**src/rtl/fifo_pkg.sv**
```systemverilog
// rtl/fifo_pkg.sv - shared async FIFO helpers: depth derivation and Gray/binary conversion
package fifo_pkg;

  // Conversions work on a zero-extended 32-bit value, so any pointer width up to 32 fits.
  localparam int GRAY_W_MAX = 32;

  // Storage depth from the address width, shared by both FIFO sides.
  function automatic int fifo_depth(input int addrsize);
    return 1 << addrsize;
  endfunction

  function automatic logic [GRAY_W_MAX-1:0] bin2gray(input logic [GRAY_W_MAX-1:0] b);
    return b ^ (b >> 1);
  endfunction

  // Prefix XOR from the MSB down; zero upper bits leave narrow values unaffected.
  function automatic logic [GRAY_W_MAX-1:0] gray2bin(input logic [GRAY_W_MAX-1:0] g);
    logic [GRAY_W_MAX-1:0] b;
    b = g;
    for (int s = 1; s < GRAY_W_MAX; s = s * 2) begin
      b = b ^ (b >> s);
    end
    return b;
  endfunction

endpackage

```
**src/rtl/sync_w2r.sv**
```systemverilog
// rtl/sync_w2r.sv - two-flop pointer synchroniser into the local clock domain
module sync_w2r #(
  parameter int WIDTH = 8
) (
  input  logic             clk,
  input  logic             rst_n,
  input  logic [WIDTH-1:0] d,
  output logic [WIDTH-1:0] q
);

  logic [WIDTH-1:0] q1;

  // Two-stage capture of the Gray pointer; only the second stage is used.
  always_ff @(posedge clk or negedge rst_n) begin
    if (!rst_n) begin
      q1 <= '0;
      q  <= '0;
    end else begin
      q1 <= d;
      q  <= q1;
    end
  end

endmodule

```
**src/rtl/fifo_rd_ctrl.sv**
```systemverilog
// rtl/fifo_rd_ctrl.sv - async FIFO read side: read pointer, flags, level and prefetching output stage
module fifo_rd_ctrl
  import fifo_pkg::*;
#(
  parameter int DATASIZE  = 8,
  parameter int ADDRSIZE  = 7,
  parameter int AE_THRESH = 2
) (
  input  logic                rd_clk,
  input  logic                rd_rst_n,
  input  logic [ADDRSIZE:0]   wptr_gray,
  output logic [ADDRSIZE:0]   rptr_gray,
  output logic [ADDRSIZE-1:0] rd_addr,
  input  logic [DATASIZE-1:0] mem_rd_data,
  output logic [DATASIZE-1:0] dout,
  output logic                dout_valid,
  input  logic                dout_ready,
  output logic                rempty,
  output logic                ralmost_empty,
  output logic [ADDRSIZE:0]   rd_level
);

  localparam int PW = ADDRSIZE + 1;

  logic [PW-1:0] wq2;
  logic [PW-1:0] wbin;
  logic [PW-1:0] rbin;
  logic [PW-1:0] rbin_next;
  logic [PW-1:0] rgray_next;
  logic [PW-1:0] level_next;
  logic          pop;

  sync_w2r #(.WIDTH(PW)) u_sync_w2r (
    .clk   (rd_clk),
    .rst_n (rd_rst_n),
    .d     (wptr_gray),
    .q     (wq2)
  );

  // Pop whenever storage has data and the output register is free or being drained.
  always_comb begin
    pop        = !rempty && (!dout_valid || dout_ready);
    rbin_next  = rbin + PW'(pop);
    rgray_next = PW'(bin2gray(GRAY_W_MAX'(rbin_next)));
    wbin       = PW'(gray2bin(GRAY_W_MAX'(wq2)));
    level_next = wbin - rbin_next;
  end

  assign rd_addr = rbin[ADDRSIZE-1:0];

  // Pointer and flags are computed from the post-pop pointer, so empty asserts on the last pop.
  always_ff @(posedge rd_clk or negedge rd_rst_n) begin
    if (!rd_rst_n) begin
      rbin          <= '0;
      rptr_gray     <= '0;
      rempty        <= 1'b1;
      rd_level      <= '0;
      ralmost_empty <= 1'b1;
    end else begin
      rbin          <= rbin_next;
      rptr_gray     <= rgray_next;
      rempty        <= (rgray_next == wq2);
      rd_level      <= level_next;
      ralmost_empty <= (level_next <= PW'(AE_THRESH));
    end
  end

  // Output register: load on pop, otherwise drop valid once consumed; holds under backpressure.
  always_ff @(posedge rd_clk or negedge rd_rst_n) begin
    if (!rd_rst_n) begin
      dout       <= '0;
      dout_valid <= 1'b0;
    end else if (pop) begin
      dout       <= mem_rd_data;
      dout_valid <= 1'b1;
    end else if (dout_ready) begin
      dout_valid <= 1'b0;
    end
  end

endmodule

```
**config.mk**
```make
export PLATFORM = sky130hd
export DESIGN_NAME = fifo_rd_ctrl
export DESIGN_NICKNAME = d
export VERILOG_FILES = /design/src/rtl/fifo_pkg.sv /design/src/rtl/sync_w2r.sv /design/src/rtl/fifo_rd_ctrl.sv
export SDC_FILE = /design/constraint.sdc
export NUM_CORES = 1
export LEC_CHECK = 0
export ABC_AREA = 1
export CAP_MARGIN = 0
export CORE_MARGIN = 1
export CORE_UTILIZATION = 35
export CTS_BUF_LIST = sky130_fd_sc_hd__clkbuf_16
export CTS_CLUSTER_DIAMETER = 50
export CTS_CLUSTER_SIZE = 10
export DETAILED_ROUTE_END_ITERATION = 7
export DONT_BUFFER_PORTS = 1
export PLACE_DENSITY = 0.56
export SLEW_MARGIN = 10
export SYNTH_ARGS = -nofsm -noshare
export SYNTH_HDL_FRONTEND = slang
export SYNTH_HIERARCHICAL = 1
export SYNTH_SLANG_ARGS = --single-unit
```
**constraint.sdc**
```tcl
create_clock -name rd_clk -period 3.2 [get_ports rd_clk]
set_input_delay 0.64 -clock rd_clk [delete_from_list [all_inputs] [get_ports rd_clk]]
set_output_delay 0.64 -clock rd_clk [all_outputs]
set_load 0.01 [all_outputs]
```
# After elaboration in Yosys (flattened, before gate mapping)
# Index checks and enable logic that the tools add are counted.
dict set report totals {
  register_bits 51
  elab_cells 26
}
dict set report op_classes {
  add_sub_neg 2
  n_lt_le_gt_ge 1
  eq_ne 1
  mux 2
  bitwise_logic 6
  n_reduce_logical 5
}
# op n
set ops {}
lappend ops {{8-bit by 1-bit bitwise XOR with 8-bit output (second input constant)} 2}
lappend ops {{8-bit by 7-bit bitwise XOR with 8-bit output} 2}
lappend ops {{8-bit by 1-bit adder with 8-bit output} 1}
lappend ops {{8-bit equality test} 1}
lappend ops {{8-bit by 2-bit <= comparator with 1-bit output (second input constant)} 1}
lappend ops {{8-bit subtractor} 1}
lappend ops {{8-bit by 4-bit bitwise XOR with 8-bit output} 1}
lappend ops {{8-bit by 6-bit bitwise XOR with 8-bit output} 1}
lappend ops {{1-bit logical NOT} 2}
lappend ops {{1-bit two-way mux} 2}
lappend ops {{2-bit nonzero test} 1}
lappend ops {{1-bit logical AND} 1}
lappend ops {{1-bit logical OR} 1}

# Logic depth before layout (Yosys ltp)
# Gate-level depths: netlist (run 1).
dict set report logic_depth {
  depth_word 7
  mapped_depth 20
  depth_no_buf 20
}

# Modules after synthesis
# Netlist (run 1), hierarchy kept.
# mod instances cells_each area_each_um2
set by_module_without_submodules {}
lappend by_module_without_submodules {fifo_rd_ctrl 1 226 1980.6}
lappend by_module_without_submodules {sync_w2r 1 16 400.4}

# Worst setup path after synthesis (run 1)
# No wires, ideal clock.
dict set report synth_timing {
  path_type {input to register}
  start {in dout_ready}
  end {reg ralmost_empty}
  t_arrival_ns 2.865
  required_time_ns 3.136
  setup_slack_ns 0.271
  stages 14
  n_path_buf 0
  cell_sequence {inv_1 -> a21oi_1 -> ha_1 -> xor2_1 -> inv_1 -> fa_1 -> nand2_1 -> nand3b_1 -> nand3_1 -> nand2_1 -> nand2_1 -> nor2_1 -> nand2_1 -> nor2_2}
}
dict set report synth_via {
  elab_chain_cells 5
}
# element line_no
set synth_rtl {}
lappend synth_rtl {{from (decl)} fifo_rd_ctrl.sv:17} ;# input logic dout_ready,
lappend synth_rtl {{1-bit logical OR} fifo_rd_ctrl.sv:42} ;# pop = !rempty && (!dout_valid || dout_ready);
lappend synth_rtl {{1-bit logical AND} fifo_rd_ctrl.sv:42}
lappend synth_rtl {{named net pop} fifo_rd_ctrl.sv:31} ;# logic pop;
lappend synth_rtl {{8-bit by 1-bit adder with 8-bit output} fifo_rd_ctrl.sv:43} ;# rbin_next = rbin + PW'(pop);
lappend synth_rtl {{named net rbin_next[1]} fifo_rd_ctrl.sv:28} ;# logic [PW-1:0] rbin_next;
lappend synth_rtl {{8-bit subtractor} fifo_rd_ctrl.sv:46} ;# level_next = wbin - rbin_next;
lappend synth_rtl {{8-bit by 2-bit <= comparator with 1-bit output} fifo_rd_ctrl.sv:64} ;# ralmost_empty <= (level_next <= PW'(AE_THRESH));
lappend synth_rtl {{to (signal assigned)} fifo_rd_ctrl.sv:64}
lappend synth_rtl {{to (decl)} fifo_rd_ctrl.sv:19} ;# output logic ralmost_empty,
# The timed path passes the listed nets, and every way through them passes these cells.
# A chain may end at the register's enable or synchronous reset.

# Final worst setup path (run 1)
dict set report layout_timing {
  start {reg dout_valid}
  end {reg ralmost_empty}
}
dict set report layout_via {
  elab_chain_cells 6
}
# element line_no
set layout_rtl {}
lappend layout_rtl {{from (decl)} fifo_rd_ctrl.sv:16} ;# output logic dout_valid,
lappend layout_rtl {{from (signal assigned)} fifo_rd_ctrl.sv:72} ;# dout_valid <= 1'b0;
lappend layout_rtl {{from (signal assigned)} fifo_rd_ctrl.sv:75} ;# dout_valid <= 1'b1;
lappend layout_rtl {{from (signal assigned)} fifo_rd_ctrl.sv:77} ;# dout_valid <= 1'b0;
lappend layout_rtl {{1-bit logical NOT} fifo_rd_ctrl.sv:42}
lappend layout_rtl {{1-bit logical OR} fifo_rd_ctrl.sv:42}
lappend layout_rtl {{1-bit logical AND} fifo_rd_ctrl.sv:42}
lappend layout_rtl {{named net pop} fifo_rd_ctrl.sv:31}
lappend layout_rtl {{8-bit by 1-bit adder with 8-bit output} fifo_rd_ctrl.sv:43}
lappend layout_rtl {{8-bit subtractor} fifo_rd_ctrl.sv:46}
lappend layout_rtl {{8-bit by 2-bit <= comparator with 1-bit output} fifo_rd_ctrl.sv:64}
# The timed path passes the listed nets, and every way through them passes these cells.

==> results by group, run 1 <==
Finish
  – Layout area overhead: 10.8%
  – Fraction of layout cells with a size suffix above 1: 0.226
  – # fillers: 641
  – Final non-filler cell total: 329
  – Nets: 278
  – Antenna diodes: 0

Global routing
  – GRT overflow: 0
  – Maximum number of pins on one net before global-route repair: 51
  – Tot GR Track Use: 0.128
  – Vias in the first global route: 1,453
  – First-pass GRT wire length: 7000 um
  – Antenna violations before repair: 0

Clock tree
  – CTS tree: yes
  – Htree depth: 2
  – Postcts setup bufs: 0
  – Clock buffer depth: 2
  – Clock sink count: 50
  – Hold-fix buffers, CTS: 0
  – Clock buffer count from CTS: 5
  – Worst-path clk slew: 70 ps
  – Post-CTS sizing: 0
  – Root Driver: clkbuf_16
  – Worst-Skew Late Latency: 290 ps

Die
  – I/O pin count: 53
  – Die area: 0.00714 mm^2
  – Height of the die: 84.5 um
  – Core Region: 0.00646 mm^2
  – Cell Rows: 29
  – Die Width: 84.5 um
  – Initial core utilization: 0.369

Worst setup path
  – Critical-path cell list: a21oi_1, ha_1, nand2_1, nor2_2, nand2_2, o21bai_1, nand2_2, ha_1, inv_1, nor2_1, nand3_1, nand2_1, nand2_1, nand2_1, nand2_1, nor2_2
  – FF-to-FF Start: dout_valid
  – Critical Path Max Stage Delay: 430 ps
  – Worst path required time: 3430 ps
  – RR Endpoint: ralmost_empty
  – Most used cell, CP: nand2_1
  – Startpoint class of the critical path: register
  – CP Class: register to register
  – Reg2Reg Setup Slack: 590 ps
  – Crit path DAT: 2830 ps
  – Worst Setup End Kind: register
  – Slowest CP cell: dfrtp_1
  – Critical-path maximum fanout: 4
  – Worst Reg-to-Reg Cells: 16

Synth
  – Synth warn: 6
  – Adder-Cell Fraction of Synth Area: 0.0452
  – Syn_nets: 269
  – Post-Synthesis Cells: 242
  – Top area cells in the synthesized netlist: dfrtp_1 (50%), nand2_1 (11%), xor2_1 (5.9%)
  – Syn_area_per_cell: 9.84 um^2
  – Cell taking the most area after synthesis: dfrtp_1
  – Synth Area in Simple Gates: 0.273
  – Top-area cell type share of the netlist area: 0.504
  – Register area share after synthesis: 0.527
  – Register bit count reported by yosys: 50
  – Synth cell types: 26
  – Mapped cell area: 0.00238 mm^2
  – Synth Area in Compound Gates: 0.0231
  – Multiplexer share of the synthesized area: 0
  – Post-Synth XOR/XNOR Area: 0.0836
  – Largest family of logic cells by synthesized area: simple AND/OR/NAND/NOR gates

Pwr
  – Maximum VDD drop: 0.286 mV
  – P_leak: 1.35 nW
  – Logic gate share of total power: 0.419
  – Switching portion of total power: 0.419
  – Clock share of power: 0.195
  – Internal: 1.53 mW
  – Switching pwr: 1.10 mW
  – Flop pwr share: 0.387
  – Cell Pwr Density: 997 mW/mm^2

Status
  – Failing checks: DRC
  – Status: finished, violations left

STA
  – Least-Margin Pin Slew: 406 ps
  – RSZ-0062 raised after global routing: no
  – Crit share post-route: 0.814
  – Final setup violation count: 0
  – Worst Skew: 5.92 ps
  – TNS Setup: 0 ps
  – Slew HR: 0.728
  – Min Tclk post-route: 2610 ps
  – Final WS setup: 594 ps
  – Slew Limit Fails: 0
  – Final hold vios: 0
  – Fmax: 384 MHz

Routing
  – # DRC: 4
  – WL per Instance: 12.1 um
  – TritonRoute pass-1 iters: 6
  – Final WL: 3980 um
  – Vias: 1,464
  – Initial DRC Count: 56
  – Final ANT Viol Nets: 0
  – DR vias/cell: 4.45

Place
  – DP Cell Count: 321
  – Final HPWL DP: 3090 um
  – Count of input and output buffers: 0
  – Dpl ws: 349 ps
  – Final RePlAce weighted congestion: 0.758

Min path
  – Hold Path Class: input pin to async pin

Flow run
  – Number of max-cap violations: 0
[registers in the layout (all words and copies together), names as in the netlist]
name	cells
dout	8
dout_valid	1
ralmost_empty	1
rbin	8
rd_level	8
rempty	1
rptr_gray	7
u_sync_w2r/q	8
u_sync_w2r/q1	8
[layer usage]
metal  share of wire  global-route usage  vias up
li1                -                   -      762
met2            0.44               0.194       38
met5               0                   0        -
met1            0.47               0.169      656
met4           0.015              0.0508        0
met3           0.074              0.0452        8
[per-stage QoR]
| stage | hold WS [ps] | utilization | cell area [um^2] | power (mW) |
|---|---|---|---|---|
| after floorplan | 331 | - | 2380 | 1.91 |
| after global placement | 333 | 0.386 | 2490 | 2.15 |
| after detailed placement | 335 | 0.386 | 2490 | 2.15 |
| after CTS | 33.0 | 0.409 | 2640 | 2.68 |
| after global routing | 22.0 | 0.409 | 2640 | 2.87 |
| final | 40.0 | 0.409 | 2640 | 2.63 |
[cells in the final DEF, fill, tap and decap left out, drive strengths merged, types with 3 or more instances in the layout]
cell type / instances
nand2: 93
clkbuf: 5
nand3b: 3
a21oi: 5
inv: 31
ha: 7
dfrtp: 48
nand3: 14
xor2: 18
clkinv: 3
xnor2: 3
nor2: 8
[synthesized netlist by cell type]
cell,instances
a21boi_1,1
a21o_1,1
a21oi_1,5
dfrtp_1,48
dfstp_2,2
fa_1,1
ha_1,7
inv_1,20
inv_2,11
nand2_1,70
nand2_2,15
nand2_4,8
nand3_1,9
nand3_2,3
nand3_4,2
nand3b_1,3
nand4_1,2
nor2_1,5
nor2_2,3
nor3_1,1
o21bai_1,2
or2_2,1
or2_4,1
xnor2_1,3
xor2_1,16
xor2_2,2
[critical path, delay by kind of cell, from the launching register on]
kind,cells,cell delay [ps]
AO/OA/AOI/OAI,2,500
buffers and inverters,1,70
AND/OR/NAND/NOR,11,970
flip-flops,1,430
adder cells (fa/ha/maj),2,580
[cell families (layout without fill, tap and decap cells)]
kind of cell	after synthesis	after routing
and+or+nand+nor	123	123
DFF	50	50
buffers and inverters	31	41
xor gates and xnor gates	21	21
AOI/OAI and AO/OA	9	9
adders and majority gates	8	8
[power by group through the flow]
stage	Clock [mW]	Combinational (mW)	Sequential, mW
after floorplan	0	0.912	0.994
after global placement	0	1.11	1.04
after detailed placement	0	1.11	1.04
after CTS	0.534	1.12	1.03
after global routing	0.563	1.27	1.04
final	0.512	1.10	1.02
[area by class of cell]
class                   count  area (um^2)  area share
flip-flops and latches     50         1250       0.475
multi-input cells         161         1010       0.383
clock buffers               5          125      0.0474
inverters                  31          116      0.0441
well taps                  77         96.3      0.0365
clock inverters             3         21.3     0.00806
repair buffers              2         15.0     0.00569
[worst max-delay path by stage]
stage	depth (start not counted)	from	slack, ps	to
after floorplan	14	dout_ready	270	ralmost_empty
after global placement	17	dout_ready	410	ralmost_empty
after detailed placement	17	dout_ready	350	ralmost_empty
after CTS	16	dout_valid	540	ralmost_empty
after global routing	16	dout_valid	260	ralmost_empty
final	16	dout_valid	590	ralmost_empty
No activity file was read; power rests on OpenSTA's default activity.
==> inputs of run 2 (changes only) <==
- clock period: 3.2 -> 2.73 ns (I/O delays scaled with it)
==> run 2 against run 1 <==
The flow still finishes with violations (DRC). Routed wire length up 3.0%. Count of clock-buffer cells in the layout is the same. Final area grew 4.1%. Clock skew up 2.5 ps. Critical path type unchanged. Critical endpoint unchanged. Largest power group unchanged.
==> results by group, run 2 (synthesis gave the netlist of run 1 again) <==
Worst setup path
  – FF-to-FF Start: u_sync_w2r/q[3] (was dout_valid)
  – Worst path required time: 2950 ps (was 3430 ps)
  – Critical Path Sink: ralmost_empty (unchanged)
  – Critical-path maximum fanout: 3 (was 4)
  – CP Class: register to register (unchanged)
  – Critical-path cell list: inv_2, or2_4, nand2_4, inv_2, nand2_4, nand2_4, xor2_2, ha_1, inv_1, fa_2, nand2_1, nand3_2, nor2_1, nand2_1, nor2_1, nand2_1, nor2_2 (was a21oi_1, ha_1, nand2_1, nor2_2, nand2_2, o21bai_1, nand2_2, ha_1, inv_1, nor2_1, nand3_1, nand2_1, nand2_1, nand2_1, nand2_1, nor2_2)
  – RR Endpoint: ralmost_empty (unchanged)
  – Critical Path Max Stage Delay: 450 ps (was 430 ps)
  – Crit path DAT: 2710 ps (was 2830 ps)
  – Worst Setup End Kind: register (unchanged)
  – Startpoint class of the critical path: register (unchanged)
  – Slowest CP cell: fa_2 (was dfrtp_1)
  – Reg2Reg Setup Slack: 250 ps (was 590 ps)
  – Critical Path Source: u_sync_w2r/q[3] (was dout_valid)
  – Worst Reg-to-Reg Cells: 17 (was 16)

Status
  – Status: finished, violations left (unchanged)
  – Failing checks: DRC (unchanged)

Pwr
  – Maximum VDD drop: 0.408 mV (was 0.286 mV)
  – Cell Pwr Density: 1140 mW/mm^2 (was 997 mW/mm^2)
  – Total power: 3.14 mW (was 2.63 mW)
  – P_leak: 1.41 nW (was 1.35 nW)

STA
  – Crit share post-route: 0.910 (was 0.814)
  – Min Tclk post-route: 2480 ps (was 2610 ps)
  – Slew HR: 0.767 (was 0.728)
  – Final setup violation count: 0 (unchanged)
  – Worst hold slack: 102 ps (was 40.0 ps)
  – Worst Skew: 8.39 ps (was 5.92 ps)
  – Final hold vios: 0 (unchanged)
  – Slew Limit Fails: 0 (unchanged)
  – Least-Margin Pin Slew: 348 ps (was 406 ps)
  – Fmax: 402 MHz (was 384 MHz)

Finish
  – # fillers: 644 (was 641)
  – Fraction of layout cells with a size suffix above 1: 0.284 (was 0.226)
  – Antenna diodes: 0 (unchanged)
  – Most common cell after layout, fill and taps aside: nand2_1 (unchanged)
  – Layout area overhead: 15.4% (was 10.8%)
  – Nets: 287 (was 278)
  – Most frequent cells in the layout: nand2_1 (67), dfrtp_1 (47), inv_1 (21) (was nand2_1 (70), dfrtp_1 (48), inv_1 (20))

Clock tree
  – Worst-path clk slew: 60 ps (was 70 ps)
  – Clock buffer depth: 2 (unchanged)
  – Root Driver: clkbuf_16 (unchanged)
  – Htree depth: 2 (unchanged)
  – Worst-Skew Late Latency: 280 ps (was 290 ps)
  – CTS tree: yes (unchanged)
  – Clock buffer count from CTS: 5 (unchanged)
  – Clock sink count: 50 (unchanged)

Place
  – Final RePlAce weighted congestion: 0.731 (was 0.758)
  – Count of input and output buffers: 0 (unchanged)
  – Final HPWL DP: 3060 um (was 3090 um)

Die
  – Height of the die: 84.5 um (unchanged)
  – Core Region: 0.00646 mm^2 (unchanged)
  – Initial core utilization: 0.369 (unchanged)
  – Cell Rows: 29 (unchanged)
  – I/O pin count: 53 (unchanged)
  – Die Width: 84.5 um (unchanged)
  – Die area: 0.00714 mm^2 (unchanged)

Global routing
  – Maximum number of pins on one net before global-route repair: 49 (was 51)
  – Vias in the first global route: 1,508 (was 1,453)
  – First-pass GRT wire length: 6950 um (was 7000 um)
  – Antenna violations before repair: 0 (unchanged)
  – Tot GR Track Use: 0.125 (was 0.128)
  – GRT overflow: 0 (unchanged)

Min path
  – Hold Path Class: input pin to async pin (unchanged)

Routing
  – WL per Instance: 12.1 um (about the same)
  – # DRC: 6 (was 4)
  – DR vias/cell: 4.47 (was 4.45)
  – Initial DRC Count: 47 (was 56)
  – Final ANT Viol Nets: 0 (unchanged)
  – TritonRoute pass-1 iters: 6 (unchanged)
  – Final WL: 4100 um (was 3980 um)
  – Vias: 1,510 (was 1,464)

Flow run
  – Number of max-cap violations: 0 (unchanged)
run 2: where the power goes:
group | internal (mW) | total, mW | switching (mW)
sequential | 0.961 | 1.19 | 0.231
combinational | 0.534 | 1.36 | 0.827
clock | 0.336 | 0.588 | 0.252
total | 1.83 | 3.14 | 1.31
run 2: worst min path at each step:
stage | startpoint | to | cells after the start
5_1_grt | rd_rst_n | rempty | 0
3_5_place_dp | rd_rst_n | rd_level[1] | 0
4_1_cts | rd_rst_n | rempty | 0
2_1_floorplan | rd_rst_n | dout[0] | 0
3_3_place_gp | rd_rst_n | rd_level[0] | 0
6_report | rd_rst_n | rempty | 0
run 2: cell type report:
cell class              count  area [um^2]  area share
flip-flops and latches     50         1250       0.457
clock buffers               5          125      0.0455
inverters                  31          116      0.0423
multi-input cells         161         1030       0.377
repair buffers             11          103      0.0373
clock inverters             3         17.5     0.00638
well taps                  77         96.3      0.0351
run 2: worst max-delay path: cells and delay by family (launching register included):
kind / cells / cell delay (ps)
simple gates: 11 / 1030
fa+ha+maj: 2 / 650
flops: 1 / 390
buf+inv: 3 / 200
xor+xnor: 1 / 150
run 2: metrics by stage:
stage	worst slack, ps	util	area, um^2	cells	setup TNS (ps)
6_report	245	0.425	2750	338	0
4_1_cts	108	0.415	2680	332	0
2_1_floorplan	69.2	-	2380	242	0
3_3_place_gp	133	0.389	2510	323	0
5_1_grt	-3.58	0.425	2750	338	-3.58
3_5_place_dp	126	0.389	2510	323	0
run 2: repair_timing:
action,4_1_cts,5_1_grt
resized for setup,0,7
setup buffers,0,6
hold buffers,1,0
endpoints found under the setup margin,0,1
endpoints found under the hold margin,48,0
run 2: layer usage:
layer / track usage / vias to the layer above / part of all wire
met2: 0.201 / 48 / 0.47
li1: - / 774 / -
met1: 0.158 / 684 / 0.44
met5: 0 / - / 0
met4: 0.0324 / 0 / 0.0068
met3: 0.0492 / 4 / 0.082
==> inputs of run 3 (changes only) <==
- CORE_MARGIN: 1 -> unset
- SKIP_LAST_GASP: unset -> 1
- SYNTH_HIERARCHICAL: 1 -> unset
==> run 3 against run 2 <==
Count of clock-buffer cells in the layout did not move. Highest routed layer unchanged. Maximum frequency fell by 0.46%. Area after synthesis fell by 2.6%. Non-clock buffer count fell by 6. Die area fell by 2.5%. Final area fell by 4.2%. Register-to-register slack barely moved. The flow now finishes without violations. First-iteration DRC count fell by 64%. Synthesized cell count fell by 3.7%. Clock skew fell by 3.9 ps. Total power fell by 6.3%. Flip-flop and latch count did not move.
==> results by group, run 3 <==
Status
  – Status: finished clean (was finished, violations left)

STA
  – Final setup violation count: 0 (unchanged)
  – Crit share post-route: 0.914 (was 0.910)
  – Least-Margin Pin Slew: 390 ps (was 348 ps)
  – Worst hold slack: 91.7 ps (was 102 ps)
  – TNS Setup: 0 ps (unchanged)
  – Slew Limit Fails: 0 (unchanged)
  – Slew HR: 0.739 (was 0.767)
  – Final hold vios: 0 (unchanged)
  – Fmax: 401 MHz (was 402 MHz)
  – Min Tclk post-route: 2500 ps (was 2480 ps)
  – RSZ-0062 raised after global routing: no
  – Worst Skew: 4.52 ps (was 8.39 ps)

Synth
  – Register area share after synthesis: 0.540 (was 0.527)
  – Mapped cell area: 0.00232 mm^2 (was 0.00238 mm^2)
  – Post-Synthesis Cells: 233 (was 242)
  – Syn_nets: 260 (was 269)
  – Synth Flop Type: dfrtp_1 (unchanged)
  – Syn_area_per_cell: 9.96 um^2 (was 9.84 um^2)
  – Most frequent cell after synthesis: nand2_1 (unchanged)
  – Synth cell types: 29 (was 26)
  – Top-area cell type share of the netlist area: 0.518 (was 0.504)
  – Number of flops mapped to enable cells by yosys: 0 (unchanged)
  – Top area cells in the synthesized netlist: dfrtp_1 (52%), nand2_1 (11%), xor2_1 (6.8%) (was dfrtp_1 (50%), nand2_1 (11%), xor2_1 (5.9%))
  – Cell taking the most area after synthesis: dfrtp_1 (unchanged)
  – Register bit count reported by yosys: 50 (unchanged)
  – Synth warn: 0 (was 6)
  – Ys async rst share: 1.00 (unchanged)
  – Post-synth top cells: nand2_1 (68), dfrtp_1 (48), inv_1 (26) (was nand2_1 (70), dfrtp_1 (48), inv_1 (20))

Worst setup path
  – Cell family contributing the most delay on the critical path: simple AND/OR/NAND/NOR gates (unchanged)
  – Critical Path Max Stage Delay: 440 ps (was 450 ps)
  – Slowest CP cell: fa_2 (unchanged)
  – Critical-path maximum fanout: 4 (was 3)
  – Crit path buf inv count: 2 (was 3)
  – Crit path DAT: 2730 ps (was 2710 ps)
  – Most used cell, CP: nand2_1
  – Worst Setup End Kind: register (unchanged)
  – Worst path required time: 2960 ps (was 2950 ps)
  – Worst Reg-to-Reg Cells: 18 (was 17)
  – CP Class: register to register (unchanged)
  – Reg2Reg Setup Slack: 230 ps (was 250 ps)
  – Crit path depth: 18 (was 17)
  – Startpoint class of the critical path: register (unchanged)
  – Critical-path cell list: buf_4, nand2_1, nand2_1, nand2_2, nand2_4, nand2_2, nand2_2, xor2_1, ha_1, inv_1, fa_2, nand2_1, nand3_1, nor2_1, nand2_1, nor2_2, nand2_1, nor2_2 (was inv_2, or2_4, nand2_4, inv_2, nand2_4, nand2_4, xor2_2, ha_1, inv_1, fa_2, nand2_1, nand3_2, nor2_1, nand2_1, nor2_1, nand2_1, nor2_2)

Die
  – Cell Rows: 29 (unchanged)
  – Height of the die: 83.4 um (was 84.5 um)
  – Die area: 0.00696 mm^2 (was 0.00714 mm^2)
  – Die Width: 83.4 um (was 84.5 um)
  – Core Region: 0.00639 mm^2 (was 0.00646 mm^2)
  – Initial core utilization: 0.363 (was 0.369)
  – I/O pin count: 53 (unchanged)

Finish
  – Final non-filler cell total: 323 (was 338)
  – Final Instance Area: 0.00263 mm^2 (was 0.00275 mm^2)
  – Most frequent cells in the layout: nand2_1 (67), dfrtp_1 (48), inv_1 (23) (was nand2_1 (67), dfrtp_1 (47), inv_1 (21))
  – Antenna diodes: 0 (unchanged)
  – Nets: 272 (was 287)
  – Layout area overhead: 13.5% (was 15.4%)
  – Most common cell after layout, fill and taps aside: nand2_1 (unchanged)
  – Post-layout util: 0.412 (was 0.425)
  – Fraction of layout cells with a size suffix above 1: 0.207 (was 0.284)

Clock tree
  – Clock sink count: 50 (unchanged)
  – Clock buffer depth: 2 (unchanged)
  – CTS tree: yes (unchanged)
  – Root Driver: clkbuf_16 (unchanged)
  – Clock buffer count from CTS: 5 (unchanged)
  – Htree depth: 2 (unchanged)
  – Worst-Skew Late Latency: 290 ps (was 280 ps)
  – Worst-path clk slew: 70 ps (was 60 ps)

Routing
  – WL per Instance: 12.5 um (was 12.1 um)
  – Final WL: 4050 um (was 4100 um)
  – TritonRoute pass-1 iters: 4 (was 6)
  – Vias: 1,426 (was 1,510)
  – Initial DRC Count: 17 (was 47)
  – Final ANT Viol Nets: 0 (unchanged)
  – # DRC: 0 (was 6)
  – DR vias/cell: 4.41 (was 4.47)

Global routing
  – GRT overflow: 0 (unchanged)
  – Antenna violations before repair: 0 (unchanged)
  – Maximum number of pins on one net before global-route repair: 49 (unchanged)
  – Tot GR Track Use: 0.131 (was 0.125)
  – Vias in the first global route: 1,384 (was 1,508)
  – First-pass GRT wire length: 6940 um (was 6950 um)

Pwr
  – Maximum VDD drop: 0.529 mV (was 0.408 mV)
  – Cell Pwr Density: 1120 mW/mm^2 (was 1140 mW/mm^2)
  – P_leak: 1.36 nW (was 1.41 nW)

Min path
  – Hold Path Class: input pin to async pin (unchanged)

Place
  – Final HPWL DP: 3020 um (was 3060 um)
  – Final RePlAce weighted congestion: 0.794 (was 0.731)
  – Count of input and output buffers: 0 (unchanged)
  – DP Cell Count: 312 (was 323)
  – Placed inst area: 0.00243 mm^2 (was 0.00251 mm^2)

Flow run
  – Number of max-cap violations: 0 (unchanged)
-- run 3: cell count changes after synthesis, moves of 2 or more --
| cell | before | now |
|---|---|---|
| xnor2_1 | 3 | 5 |
| inv_2 | 11 | 3 |
| inv_1 | 20 | 26 |
| xor2_1 | 16 | 18 |
| nand3_1 | 9 | 11 |
| nand2_4 | 8 | 1 |
| nand3_4 | 2 | 0 |
| a21oi_1 | 5 | 3 |
| nand2_1 | 70 | 68 |
| or2_1 | 0 | 2 |
-- run 3: layer usage --
metal	vias up	wire, um	track usage
met5	-	0	0
met4	0	82	0.0601
met3	8	243	0.0447
met2	33	1910	0.203
met1	654	1820	0.164
li1	731	-	-
-- run 3: repair_timing --
item | CTS | global route
hold buffers | 1 | 0
hold endpoints to repair | 48 | 0
resized for setup | 0 | 7
endpoints found under the setup margin | 0 | 1
buffers inserted | 0 | 2
-- run 3: final timing paths --
kind | startpoint | end
worst max-delay path | u_sync_w2r.q[7] | ralmost_empty
worst max register to register | u_sync_w2r.q[7] | ralmost_empty
worst min-delay path | rd_rst_n | rd_level[3]
max in group asynchronous | rd_rst_n | rptr_gray[0]
worst min register to register | u_sync_w2r.q1[1] | u_sync_w2r.q[1]
min in group rd_clk | wptr_gray[3] | u_sync_w2r.q1[3]
-- run 3: kinds of logic after synthesis --
logic type | after synthesis | share of synthesized area
AOI/OAI and AO/OA | 6 | 0.0178
adders and majority gates | 8 | 0.0464
DFF | 50 | 0.540
buffers and inverters | 29 | 0.0469
xor gates and xnor gates | 26 | 0.113
and+or+nand+nor | 114 | 0.236
-- run 3: stage by stage --
stage	total power, mW	setup slack, ps
6_report	2.94	234
3_3_place_gp	2.33	182
4_1_cts	2.98	149
3_5_place_dp	2.34	146
5_1_grt	3.20	3.16
2_1_floorplan	2.09	127
-- run 3: layout make-up --
class                   instances  area (um^2)
fillers                       642         3750
flip-flops and latches         50         1250
multi-input cells             154          975
clock buffers                   5          125
inverters                      29          109
well taps                      77         96.3
repair buffers                  5         57.6
clock inverters                 3         16.3
-- run 3: where the power goes --
group          internal [mW]  leakage (nW)  switching (mW)
Sequential             0.943         0.594           0.226
Combinational          0.458         0.698           0.711
Clock                  0.335        0.0689           0.267
Total                   1.74          1.36            1.20
-- run 3: worst reg2reg max path, stage by stage (launching register included) --
cell,delay [ps]
dfrtp_1,420
buf_4,150
nand2_1,50
nand2_1,60
nand2_2,110
nand2_4,80
nand2_2,80
nand2_2,80
xor2_1,150
ha_1,190
inv_1,80
fa_2,440
nand2_1,80
nand3_1,70
nor2_1,110
nand2_1,70
nor2_2,70
nand2_1,60
nor2_2,70
